$ cat config.mk
export PLATFORM = sky130hd
export DESIGN_NAME = alink_dev
export DESIGN_NICKNAME = d
export VERILOG_FILES = /design/src/rtl/alink_dev.sv
export SDC_FILE = /design/constraint.sdc
export NUM_CORES = 1
export LEC_CHECK = 0
export ABC_AREA = 1
export BUFFER_PORTS_ARGS = -buffer_cell sky130_fd_sc_hd__buf_2
export CORE_ASPECT_RATIO = 1.25
export CORE_UTILIZATION = 45
export CTS_BUF_LIST = sky130_fd_sc_hd__clkbuf_4 sky130_fd_sc_hd__clkbuf_8
export CTS_CLUSTER_SIZE = 24
export DETAILED_ROUTE_END_ITERATION = 16
export MAX_ROUTING_LAYER = met4
export PLACE_DENSITY = 0.74
export SLEW_MARGIN = 5
export SYNTH_ARGS = -nofsm -noshare
export SYNTH_HDL_FRONTEND = slang
export SYNTH_SLANG_ARGS = --single-unit
$ cat constraint.sdc
create_clock -name clk -period 1.7 [get_ports clk]
set_input_delay 0 -clock clk [delete_from_list [all_inputs] [get_ports clk]]
set_output_delay 0 -clock clk [all_outputs]
set_load 0.01 [all_outputs]
$ cat src/rtl/alink_dev.sv
// Two-wire pulse link endpoint: deserializes RX_P/RX_N pulses into 32-bit task words
// and serializes 32-bit report words onto TX_P/TX_N.
module alink_dev #(
   parameter int unsigned BIT_W   = 4,
   parameter int unsigned GAP_W   = 4,
   parameter int unsigned RX_TOUT = 64
) (
   input  logic        clk,
   input  logic        rst_n,
   input  logic        RX_P,
   input  logic        RX_N,
   output logic        task_vld,
   input  logic        task_rdy,
   output logic [31:0] task_dat,
   input  logic        rpt_vld,
   output logic        rpt_rdy,
   input  logic [31:0] rpt_dat,
   output logic        TX_P,
   output logic        TX_N,
   output logic        rx_err,
   input  logic        err_clr
);

   localparam int unsigned WORD_W = 32;
   localparam int unsigned IDX_W  = 5;
   localparam int unsigned TMAX   = (BIT_W > GAP_W) ? BIT_W : GAP_W;
   localparam int unsigned TCNT_W = (TMAX > 1) ? $clog2(TMAX) : 1;
   localparam int unsigned TOUT_W = (RX_TOUT > 1) ? $clog2(RX_TOUT) : 1;

   typedef enum logic [1:0] {
      TX_IDLE  = 2'd0,
      TX_PULSE = 2'd1,
      TX_GAP   = 2'd2
   } tx_state_e;

   // ---------------- receiver ----------------
   logic p_meta_q, p_sync_q, p_hist_q;
   logic n_meta_q, n_sync_q, n_hist_q;

   logic [WORD_W-2:0] shift_q, shift_d;
   logic [IDX_W-1:0]  bcnt_q, bcnt_d;
   logic [TOUT_W-1:0] tout_q, tout_d;
   logic              block_q, block_d;
   logic              task_vld_q, task_vld_d;
   logic [WORD_W-1:0] task_dat_q, task_dat_d;
   logic              rx_err_q, rx_err_d;

   logic              p_rise, n_rise, both_hi, err_set;
   logic [WORD_W-1:0] word;

   // Two-flop synchronizers plus history flop for edge detection
   always_ff @(posedge clk or negedge rst_n) begin
      if (!rst_n) begin
         p_meta_q <= 1'b0;
         p_sync_q <= 1'b0;
         p_hist_q <= 1'b0;
         n_meta_q <= 1'b0;
         n_sync_q <= 1'b0;
         n_hist_q <= 1'b0;
      end else begin
         p_meta_q <= RX_P;
         p_sync_q <= p_meta_q;
         p_hist_q <= p_sync_q;
         n_meta_q <= RX_N;
         n_sync_q <= n_meta_q;
         n_hist_q <= n_sync_q;
      end
   end

   assign p_rise  = p_sync_q & ~p_hist_q;
   assign n_rise  = n_sync_q & ~n_hist_q;
   assign both_hi = p_sync_q & n_sync_q;
   assign word    = {shift_q, p_rise};

   always_comb begin
      shift_d    = shift_q;
      bcnt_d     = bcnt_q;
      tout_d     = tout_q;
      block_d    = block_q;
      task_vld_d = task_vld_q;
      task_dat_d = task_dat_q;
      rx_err_d   = rx_err_q;
      err_set    = 1'b0;

      if (task_vld_q && task_rdy) begin
         task_vld_d = 1'b0;
      end
      if (err_clr) begin
         rx_err_d = 1'b0;
      end

      if (both_hi) begin
         err_set = 1'b1;
         shift_d = '0;
         bcnt_d  = '0;
         tout_d  = '0;
         block_d = 1'b1;
      end else if (block_q) begin
         // Stay deaf until both lines have returned low
         if (!p_sync_q && !n_sync_q) begin
            block_d = 1'b0;
         end
      end else if (p_rise || n_rise) begin
         tout_d = '0;
         if (bcnt_q == IDX_W'(WORD_W - 1)) begin
            bcnt_d  = '0;
            shift_d = '0;
            if (!task_vld_q || task_rdy) begin
               task_vld_d = 1'b1;
               task_dat_d = word;
            end else begin
               err_set = 1'b1;
            end
         end else begin
            bcnt_d  = bcnt_q + IDX_W'(1);
            shift_d = word[WORD_W-2:0];
         end
      end else if (bcnt_q != '0) begin
         // Silent line with a partial word: discard it after RX_TOUT cycles
         if (tout_q == TOUT_W'(RX_TOUT - 1)) begin
            bcnt_d  = '0;
            shift_d = '0;
            tout_d  = '0;
         end else begin
            tout_d = tout_q + TOUT_W'(1);
         end
      end else begin
         tout_d = '0;
      end

      if (err_set) begin
         rx_err_d = 1'b1;
      end
   end

   always_ff @(posedge clk or negedge rst_n) begin
      if (!rst_n) begin
         shift_q    <= '0;
         bcnt_q     <= '0;
         tout_q     <= '0;
         block_q    <= 1'b0;
         task_vld_q <= 1'b0;
         task_dat_q <= '0;
         rx_err_q   <= 1'b0;
      end else begin
         shift_q    <= shift_d;
         bcnt_q     <= bcnt_d;
         tout_q     <= tout_d;
         block_q    <= block_d;
         task_vld_q <= task_vld_d;
         task_dat_q <= task_dat_d;
         rx_err_q   <= rx_err_d;
      end
   end

   assign task_vld = task_vld_q;
   assign task_dat = task_dat_q;
   assign rx_err   = rx_err_q;

   // ---------------- transmitter ----------------
   tx_state_e         tx_state_q;
   logic [WORD_W-2:0] tx_sh_q;
   logic [IDX_W-1:0]  tx_idx_q;
   logic [TCNT_W-1:0] tx_cnt_q;
   logic              tx_p_q, tx_n_q, rpt_rdy_q;

   // Pulse/gap serializer, MSB first; line registers follow the state
   always_ff @(posedge clk or negedge rst_n) begin
      if (!rst_n) begin
         tx_state_q <= TX_IDLE;
         tx_sh_q    <= '0;
         tx_idx_q   <= '0;
         tx_cnt_q   <= '0;
         tx_p_q     <= 1'b0;
         tx_n_q     <= 1'b0;
         rpt_rdy_q  <= 1'b0;
      end else begin
         case (tx_state_q)
            TX_IDLE: begin
               rpt_rdy_q <= 1'b1;
               if (rpt_vld && rpt_rdy_q) begin
                  rpt_rdy_q  <= 1'b0;
                  tx_sh_q    <= rpt_dat[WORD_W-2:0];
                  tx_idx_q   <= IDX_W'(WORD_W - 1);
                  tx_cnt_q   <= '0;
                  tx_p_q     <= rpt_dat[WORD_W-1];
                  tx_n_q     <= ~rpt_dat[WORD_W-1];
                  tx_state_q <= TX_PULSE;
               end
            end
            TX_PULSE: begin
               if (tx_cnt_q == TCNT_W'(BIT_W - 1)) begin
                  tx_p_q     <= 1'b0;
                  tx_n_q     <= 1'b0;
                  tx_cnt_q   <= '0;
                  tx_state_q <= TX_GAP;
               end else begin
                  tx_cnt_q <= tx_cnt_q + TCNT_W'(1);
               end
            end
            TX_GAP: begin
               if (tx_cnt_q == TCNT_W'(GAP_W - 1)) begin
                  tx_cnt_q <= '0;
                  if (tx_idx_q == '0) begin
                     rpt_rdy_q  <= 1'b1;
                     tx_state_q <= TX_IDLE;
                  end else begin
                     tx_idx_q   <= tx_idx_q - IDX_W'(1);
                     tx_sh_q    <= {tx_sh_q[WORD_W-3:0], 1'b0};
                     tx_p_q     <= tx_sh_q[WORD_W-2];
                     tx_n_q     <= ~tx_sh_q[WORD_W-2];
                     tx_state_q <= TX_PULSE;
                  end
               end else begin
                  tx_cnt_q <= tx_cnt_q + TCNT_W'(1);
               end
            end
            default: begin
               tx_p_q     <= 1'b0;
               tx_n_q     <= 1'b0;
               tx_cnt_q   <= '0;
               tx_state_q <= TX_IDLE;
            end
         endcase
      end
   end

   assign rpt_rdy = rpt_rdy_q;
   assign TX_P    = tx_p_q;
   assign TX_N    = tx_n_q;

endmodule

==> results of run 1 <==
[worst max path at each step]
stage | startpoint | end | slack (ps) | cells past startpoint
after CTS | bcnt_q[0] | shift_q[25] | 0.4 | 8
after global placement | bcnt_q[0] | task_dat[15] | -90 | 8
after detailed placement | bcnt_q[1] | task_dat[7] | -200 | 8
after floorplan | bcnt_q[1] | task_dat[11] | 140 | 8
after global routing | bcnt_q[0] | shift_q[14] | -120 | 9
final | bcnt_q[0] | shift_q[14] | -30 | 9
[final cells by class]
class | instances | area [sq um]
inverter | 93 | 354.1
timing repair buffer | 142 | 1142
clock buffer | 21 | 276.5
multi-input combinational | 384 | 2073
tap | 164 | 205.2
fill | 1026 | 4828
clock inverter | 10 | 185.2
sequential | 126 | 3153
[report_power, final]
| part | switching (uW) | internal, uW | total, uW | leakage (uW) |
|---|---|---|---|---|
| clock network | 1170 | 1850 | 3020 | 0.000233 |
| logic | 2110 | 1490 | 3600 | 0.00186 |
| registers | 222 | 3560 | 3780 | 0.00166 |
[sequential cells by signal (all words and copies together) (netlist names), 2 cells and up]
name and count:
tout_q 6, tx_state_q 2, tx_cnt_q 2, bcnt_q 5, task_dat 32, shift_q 31
tx_idx_q 5, tx_sh_q 31
[logic make-up (layout without fill, tap and decap cells)]
group | Yosys count | in the layout
buffers and inverters | 121 | 266
flip-flops | 126 | 126
AND/OR/NAND/NOR | 211 | 212
AO/OA/AOI/OAI | 157 | 157
adder cells (fa/ha/maj) | 10 | 10
XOR/XNOR | 5 | 5
[what timing repair did]
action                                  in CTS  in global routing
hold endpoints to repair                   163                  0
buffers inserted                             3                  5
hold buffers                                37                  0
pin swaps                                    2                  4
cloned                                       1                  3
gates resized for setup                      5                 25
endpoints found under the setup margin      64                104
[through the flow]
stage	utilization (%)	area, sq um	TNS [ps]	total power, uW	std cells
floorplan	-	5668	0	6187	630
global placement	51.53	6296	-2601	6778	860
detailed placement	51.53	6296	-5071	6926	860
CTS	58.79	7183	0	10030	932
global route	60.48	7390	-1436	11080	940
finish	60.48	7390	-31.34	10410	940
[worst max-delay path, cell delays in order, from the launching register on]
cell     delay (ps)
dfrtp_1         380
ha_1            210
nand2_1          60
nor2_1           40
ha_2            200
inv_1           100
nand4_1          90
buf_4           180
buf_12          150
o22ai_1         240
[synthesized netlist by cell type (all sizes together)]
cell type / instances / area, sq um
nand3: 14 / 70.07
a211oi: 1 / 12.51
xnor2: 1 / 8.760
o21bai: 2 / 15.01
o21ai: 112 / 624.3
o221ai: 1 / 8.760
clkbuf: 13 / 50.04
a22oi: 1 / 7.510
ha: 10 / 125.1
buf: 15 / 125.1
xor2: 4 / 35.03
nand4: 6 / 52.55
a21oi: 9 / 60.06
nor2: 23 / 111.4
o22ai: 31 / 193.9
dfrtp: 126 / 3153
or2: 1 / 6.260
inv: 93 / 349.1
nand2: 167 / 659.4
[layer usage]
metal	global-route usage, %	vias up	wire [um]
met2	36.12	149	6817
li1	-	2303	-
met3	4.978	28	541
met4	6.891	0	284
met5	-	-	0
met1	23.65	2267	5339
==> flow_metrics.tcl, run 1 <==
set metrics [dict create \
    rrSetupSlack_ps -30 \
    crit_required_ps 2040 \
    critPathMaxFanout 15 \
    power.density_nw_per_um2 1408 \
    syn_area_per_cell_sq_um 8.997 \
    startpoint_type "flop" \
    numClockSinks 126 \
    synth_cells 630 \
    ant_nets 0 \
    ys_seq_area_share_pct 55.63 \
    num_vias 4747 \
    overflow 0 \
    drive_above_1_share_pct 24.87 \
    pre_cts_slack_ps -204.0 \
    layout.nets 813 \
    synth_compound_area_share_pct 16.27 \
    dieArea_sq_um 13050 \
    finalMaxSlewViolations 0 \
    clk_latency_ps 440 \
    synth_mux_area_share_pct 0 \
    cap_viol_max_count 0 \
    setup_viol 1 \
    routed_wl_um 12980 \
    synth_xor_area_share_pct 0.7726 \
    layout.cells.most_common_list "155 x nand2_1, 126 x dfrtp_1, 83 x inv_1" \
    syn2layout_area_growth_pct 30.38 \
    hpwl_um 7599 \
    finalHoldViolCount 0 \
    setup_slack_ps -31.34 \
    first_pass_iters 5 \
    via_per_inst 5.050 \
    core_sq_um 12220 \
    cts.htree.levels 4 \
    grt_pass1_vias 4687 \
    grt_max_degree 64 \
    start_util_pct 46.39 \
    track_usage_pct 20.95 \
    clk_path_buf_depth 2 \
    clkTransAtPathRegs_ps 80 \
    vdd_drop_max_mv 1.126 \
    num_io_pins 76 \
    fp-row-count 45 \
    reg2reg_from "bcnt_q[0]" \
    netlist_area_sq_um 5668 \
    whs_ps 25.54 \
    synthSimpleGateAreaFrac_pct 15.87 \
    skew_ps 17.47 \
    io_buffers 75 \
    leakage_uw 0.003750 \
    drcViolationCount 0 \
    reg2regPathDepth 9 \
    layout_commonest_cell "nand2_1" \
    drtIter0Drc 191 \
    fin_crit_ps 1731 \
    cts_tree "done" \
    dieHeight_um 127.5 \
    hp-class "primary input to asynchronous set/reset pin" \
    end_kind "flop" \
    synth_top_family_by_area "compound AO/OA/AOI/OAI gates" \
    synth_nets 679 \
    fin_crit_sh_pct 101.8 \
    gp_congestion 0.7767 \
    synth_fa_ha_area_share_pct 2.208 \
    arrival_ps 2070 \
    diodes 0 \
    rsz0062_at_grt "true" \
    outcome "finished, violations left" \
    tightestPinTransition_ps 381.2 \
    cts_buffers 17 \
    grt_first_pass_wirelength_um 20820 \
    failed_checks "setup timing" \
    ys_types 33 \
    fp.dieW_um 102.4 \
    critPathKind "flop to flop" \
    r2r-end "shift_q[14]" \
    synth_seq_cells 126 \
    yosys_warnings 0 \
    fmax_ghz 0.5776 \
    wl_per_cell_um 13.81 \
    timing.slew.headroom_pct 74.32 \
    antenna_found_initial 0 \
    cts_root_buf "clkbuf_8" \
]
No activity file was read; power rests on OpenSTA's default activity.
==> run 2: changes to the inputs <==
--- a/config.mk
+++ b/config.mk
@@ -5,15 +5,15 @@
 export SDC_FILE = /design/constraint.sdc
 export NUM_CORES = 1
 export LEC_CHECK = 0
-export ABC_AREA = 1
+export ABC_AREA = 0
 export BUFFER_PORTS_ARGS = -buffer_cell sky130_fd_sc_hd__buf_2
 export CORE_ASPECT_RATIO = 1.25
-export CORE_UTILIZATION = 45
+export CORE_UTILIZATION = 50
 export CTS_BUF_LIST = sky130_fd_sc_hd__clkbuf_4 sky130_fd_sc_hd__clkbuf_8
 export CTS_CLUSTER_SIZE = 24
 export DETAILED_ROUTE_END_ITERATION = 16
 export MAX_ROUTING_LAYER = met4
-export PLACE_DENSITY = 0.74
+export PLACE_DENSITY = 0.8
 export SLEW_MARGIN = 5
 export SYNTH_ARGS = -nofsm -noshare
 export SYNTH_HDL_FRONTEND = slang
==> run 2 against run 1 <==
Compared with the run above: the run still ends with setup timing left; register-to-register slack worse by 430 ps; first-iteration DRC count rose to 2.6 times the previous value; global-route usage up 7.2 points; sequential cell count unchanged; sequential share of layout area down 4.1 points; clock power down 9.6%; count of clock-buffer cells in the layout down 3; clock skew down 1.6 ps; total power about the same; synthesized cell count down 30%; fmax down 20%; design area up 10%; highest routed layer unchanged.
==> flow_metrics.tcl, run 2 <==
set metrics [dict create \
    fp-row-count 41 \
    end_kind "flop" \
    skew_ps 15.85 \
    switching_share_pct 36.66 \
    layout.nets 685 \
    gp_congestion 0.8417 \
    syn2layout_area_growth_pct 55.27 \
    largest_reg_flops 32 \
    fp.dieW_um 93.73 \
    timing.slew.headroom_pct 68.03 \
    outcome "finished, violations left" \
    fmax_ghz 0.4637 \
    failed_checks "setup timing" \
    clkTransAtPathRegs_ps 90 \
    reg2regPathDepth 9 \
    numClockSinks 126 \
    rsz0062_at_grt "true" \
    clk_latency_ps 450 \
    cts_root_buf "clkbuf_8" \
    synth_nets 489 \
    setup_slack_ps -456.7 \
    reg2reg_from "bcnt_q[1]" \
    postSynth.asyncResetShare_pct 100.0 \
    cpPeakStageDelay_ps 390 \
    finalHoldViolCount 0 \
    crit_top_cell "buf_6" \
    synth_top_area_share_pct 59.96 \
    ys.flop_type "dfrtp_1" \
    ant_nets 0 \
    hpwl_um 7673 \
    rrSetupSlack_ps -460 \
    critPathMaxFanout 7 \
    syn_area_per_cell_sq_um 11.95 \
    drtIter0Drc 501 \
    clk_path_buf_depth 2 \
    cp_slowest_cell "dfrtp_1" \
    core_sq_um 10160 \
    seqPwrFrac_pct 38.4 \
    p_int_uw 6584 \
    fin_crit_ps 2157 \
    io_buffers 75 \
    critPathKind "flop to flop" \
    cts_buffers 17 \
    vdd_drop_max_mv 0.9216 \
    pwr-share-comb_pct 35.3 \
    drcViolationCount 0 \
    layout.cells.most_common_list "126 x dfrtp_1, 74 x buf_2, 47 x buf_4" \
    yosysMostFrequentCell "dfrtp_1" \
    whs_ps 30.17 \
    layout_commonest_cell "dfrtp_1" \
    hp-class "primary input to asynchronous set/reset pin" \
    synth_seq_cells 126 \
    yosys_warnings 0 \
    drive_above_1_share_pct 48.69 \
    wl_per_cell_um 24.63 \
    place_inst 673 \
    netlist_area_sq_um 5259 \
    dieArea_sq_um 10930 \
    crit_required_ps 2070 \
    num_io_pins 76 \
    grt_first_pass_wirelength_um 22580 \
    synth.top_cells.by_count "126 x dfrtp_1, 64 x nor2_1, 36 x mux2_2" \
    overflow 0 \
    p_clk_share_pct 26.3 \
    num_vias 4879 \
    yosys-top-cells-area "dfrtp_1 60%, mux2_2 7.7%, a22o_1 5.7%" \
    cap_viol_max_count 0 \
    via_per_inst 6.263 \
    ys_seq_area_share_pct 59.96 \
    finalMaxSlewViolations 0 \
    antenna_found_initial 0 \
    dieHeight_um 116.7 \
    setup_viol 111 \
    cts_tree "done" \
    path_buf_inv 4 \
    arrival_ps 2530 \
    fin_crit_sh_pct 126.9 \
    power.switching_uw 3811 \
    synth_cells 440 \
    synth_edf_count 0 \
    cpLargestDelayFamily "compound AO/OA/AOI/OAI gates" \
    startpoint_type "flop" \
    grt_pass1_vias 4594 \
    leakage_uw 0.003878 \
    path_cells "buf_6 > inv_4 > ha_4 > nor4b_4 > or3_4 > a211oi_4 > buf_4 > buf_6 > a22o_1" \
    start_util_pct 51.77 \
    track_usage_pct 28.20 \
    routed_wl_um 19180 \
    post-synth-top-area-cell "dfrtp_1" \
    cts.htree.levels 4 \
    power.density_nw_per_um2 1273 \
    tightestPinTransition_ps 477.6 \
    final_cells 779 \
    r2r-end "shift_q[7]" \
    ys_types 48 \
    first_pass_iters 5 \
    grt_max_degree 61 \
]
run 2: changes by cell type after synthesis, sizes merged, moves of 34 or more:
cell,change
a22o,+34
inv,-80
mux2,+36
nand2,-145
nor2,+41
o21ai,-94
run 2: worst max-delay path by stage:
stage	from	end	slack (ps)	cells after the start
6_report	bcnt_q[1]	shift_q[7]	-460	9
5_1_grt	bcnt_q[1]	shift_q[7]	-470	9
4_1_cts	bcnt_q[0]	task_dat[9]	-260	8
3_5_place_dp	bcnt_q[1]	task_dat[15]	-270	7
3_3_place_gp	bcnt_q[1]	task_dat[30]	-210	7
2_1_floorplan	bcnt_q[1]	task_dat[10]	-220	7
run 2: routing by layer:
layer	part of all wire (%)	track usage, %
met2	51	46.18
met1	36	33.42
met3	6.2	6.250
met5	0	-
met4	6.5	12.51
run 2: layout make-up:
type                       count  area [sq um]
tap                          129         161.4
multi-input combinational    280          2641
inverter                      13         51.30
timing repair buffer         198          1755
clock inverter                14         152.6
sequential                   126          3153
antenna                        1         2.502
fill                         476          1992
clock buffer                  18         247.7
run 2: cell families after synthesis:
family                     Yosys count  synth area share, %
muxes                               39                8.280
and+or+nand+nor                    118                10.66
AOI/OAI and AO/OA                  112                15.35
adders and majority gates           11                2.570
buffers and inverters               34                3.188
DFF                                126                59.96
run 2: repair_timing:
action,CTS,global route
pin swaps,17,50
endpoints found under the setup margin,107,111
endpoints found under the hold margin,163,0
gates cloned,6,8
resized for setup,56,99
hold buffers,37,0
buffers inserted,12,12
run 2: through the flow:
stage	setup WS, ps	util, %	power, uW	setup TNS [ps]	instance area, sq um
5_1_grt	-465.3	80.36	10720	-32300	8163
6_report	-456.7	80.39	10400	-28010	8165
3_5_place_dp	-269.1	62.17	5806	-15730	6315
4_1_cts	-263.8	73.49	8887	-15150	7465
2_1_floorplan	-215.6	-	4977	-6737	5430
3_3_place_gp	-206.2	62.17	5641	-9559	6315
run 2: power groups by stage:
| stage | logic (uW) | registers [uW] | clock network [uW] |
|---|---|---|---|
| 5_1_grt | 3840 | 4000 | 2870 |
| 4_1_cts | 2490 | 3750 | 2650 |
| 3_5_place_dp | 2000 | 3800 | 0 |
| 3_3_place_gp | 1870 | 3770 | 0 |
| 6_report | 3670 | 3990 | 2730 |
| 2_1_floorplan | 1230 | 3750 | 0 |
==> run 3: changes to the inputs <==
--- a/config.mk
+++ b/config.mk
@@ -13,7 +13,7 @@
 export CTS_CLUSTER_SIZE = 24
 export DETAILED_ROUTE_END_ITERATION = 16
 export MAX_ROUTING_LAYER = met4
-export PLACE_DENSITY = 0.8
+export PLACE_DENSITY = 0.73
 export SLEW_MARGIN = 5
 export SYNTH_ARGS = -nofsm -noshare
 export SYNTH_HDL_FRONTEND = slang
==> run 3 against run 2 <==
Compared with the run above: the run still ends with setup timing left; worst hold slack improved by 37 ps; routed wire length rose by 3.8%; sequential cell count did not move; fmax rose by 4.5%; critical path type unchanged; critical endpoint is now task_dat[25]; highest routed layer unchanged.
==> flow_metrics.tcl, run 3 (same netlist as run 2, synthesis figures left out) <==
set metrics [dict create \
    track_usage_pct 30.63 \
    wl_per_cell_um 25.30 \
    fp-row-count 41 \
    path_buf_inv 2 \
    fin_util_pct 82.55 \
    place_inst 675 \
    syn2layout_area_growth_pct 59.43 \
    dieHeight_um 116.7 \
    tightestPinTransition_ps 562.4 \
    leakage_uw 0.003972 \
    power.density_nw_per_um2 1291 \
    whs_ps 67.19 \
    finalHoldViolCount 0 \
    drive_above_1_share_pct 51.37 \
    multi_input_area_sq_um 2740 \
    cts_tree "done" \
    failed_checks "setup timing" \
    arrival_ps 2400 \
    rrSetupSlack_ps -360 \
    core_sq_um 10160 \
    dieArea_sq_um 10930 \
    cts.htree.levels 4 \
    grt_max_degree 42 \
    cts_root_buf "clkbuf_8" \
    grt_first_pass_wirelength_um 23970 \
    num_io_pins 76 \
    rsz0062_at_grt "true" \
    fin_crit_ps 2063 \
    clk_path_buf_depth 2 \
    antenna_found_initial 0 \
    setup.worst_path.start "bcnt_q[1]" \
    final.fill_count 453 \
    vdd_drop_max_mv 0.6627 \
    drcViolationCount 0 \
    ant_nets 0 \
    cap_viol_max_count 0 \
    fmax_ghz 0.4847 \
    num_vias 4860 \
    timing.slew.headroom_pct 62.51 \
    first_pass_iters 6 \
    crit_required_ps 2040 \
    clkTransAtPathRegs_ps 90 \
    routed_wl_um 19910 \
    layout_commonest_cell "dfrtp_1" \
    startpoint_type "flop" \
    hpwl_um 7594 \
    path_cells "ha_2 > and3_4 > ha_4 > nor2b_4 > o211ai_1 > buf_4 > buf_12 > mux2_4" \
    cpPeakStageDelay_ps 420 \
    regArea_sq_um 3153 \
    numClockSinks 126 \
    final_cells 787 \
    fin_crit_sh_pct 121.4 \
    reg2regPathDepth 8 \
    critPathMaxFanout 8 \
    gp_congestion 0.8060 \
    grt_pass1_vias 4719 \
    setup_slack_ps -363.2 \
    clk_latency_ps 460 \
    via_per_inst 6.175 \
    outcome "finished, violations left" \
    start_util_pct 51.77 \
    cpLargestDelayFamily "flip-flops" \
    layout.nets 695 \
    pre_cts_slack_ps -253.9 \
    setup_viol 113 \
    drtIter0Drc 460 \
    io_buffers 75 \
    skew_ps 17.45 \
    critPathKind "flop to flop" \
    layout.cells.most_common_list "126 x dfrtp_1, 74 x buf_2, 58 x buf_4" \
    fp.dieW_um 93.73 \
    reg2reg_from "bcnt_q[1]" \
    hp-class "primary input to asynchronous set/reset pin" \
    diodes 0 \
    largest_reg_flops 32 \
    overflow 0 \
    finalMaxSlewViolations 0 \
    end_kind "flop" \
    cp_slowest_cell "dfrtp_1" \
    cts_buffers 17 \
    r2r-end "task_dat[25]" \
]
## run 3: worst reg2reg max path, cell delays in order, from the launching register on
cell	delay [ps]
dfrtp_1	420
ha_2	220
and3_4	160
ha_4	150
nor2b_4	120
o211ai_1	150
buf_4	250
buf_12	160
mux2_4	320
## run 3: cell type report
class,count,area share (%)
clock buffer,18,2.955
sequential,126,37.61
timing repair buffer,208,21.95
tap,129,1.925
multi-input combinational,280,32.68
clock inverter,13,2.238
inverter,13,0.6417
## run 3: metrics by stage
stage	cell area [sq um]	TNS [ps]	total power, uW
6_report	8384	-27080	10820
5_1_grt	8384	-30000	11100
4_1_cts	7906	-15010	9458
3_5_place_dp	6367	-13500	5790
3_3_place_gp	6367	-8432	5670
2_1_floorplan	5430	-6737	4977
## run 3: worst max path at each step
stage                              end  slack [ps]  depth (start not counted)
final                     task_dat[25]        -360                          8
after global routing         tout_q[5]        -390                          9
after CTS                 task_dat[25]        -250                          8
after detailed placement  task_dat[27]        -250                          7
after global placement    task_dat[30]        -210                          7
after floorplan           task_dat[10]        -220                          7
## run 3: where the power goes
group	leakage, uW	total (uW)	internal, uW	switching [uW]
Clock	0.000223	2970	1640	1330
Sequential	0.00158	4020	3460	557
Combinational	0.00217	3830	1800	2030
## run 3: repair_timing
| action | CTS | global route |
|---|---|---|
| cloned | 8 | 5 |
| gates resized for setup | 85 | 93 |
| hold endpoints to repair | 163 | 0 |
| pin swaps | 15 | 36 |
| endpoints found under the setup margin | 107 | 113 |
| buffers inserted | 25 | 13 |
| hold buffers | 37 | 0 |
## run 3: per-layer routing
layer  vias to the layer above  part of all wire [%]  track usage (%)
li1                       2009                     -                -
met1                      2432                    36            33.81
met2                       308                    51            51.09
met3                       111                   6.6            7.292
met4                         0                   6.1            16.72
met5                         -                     0                -
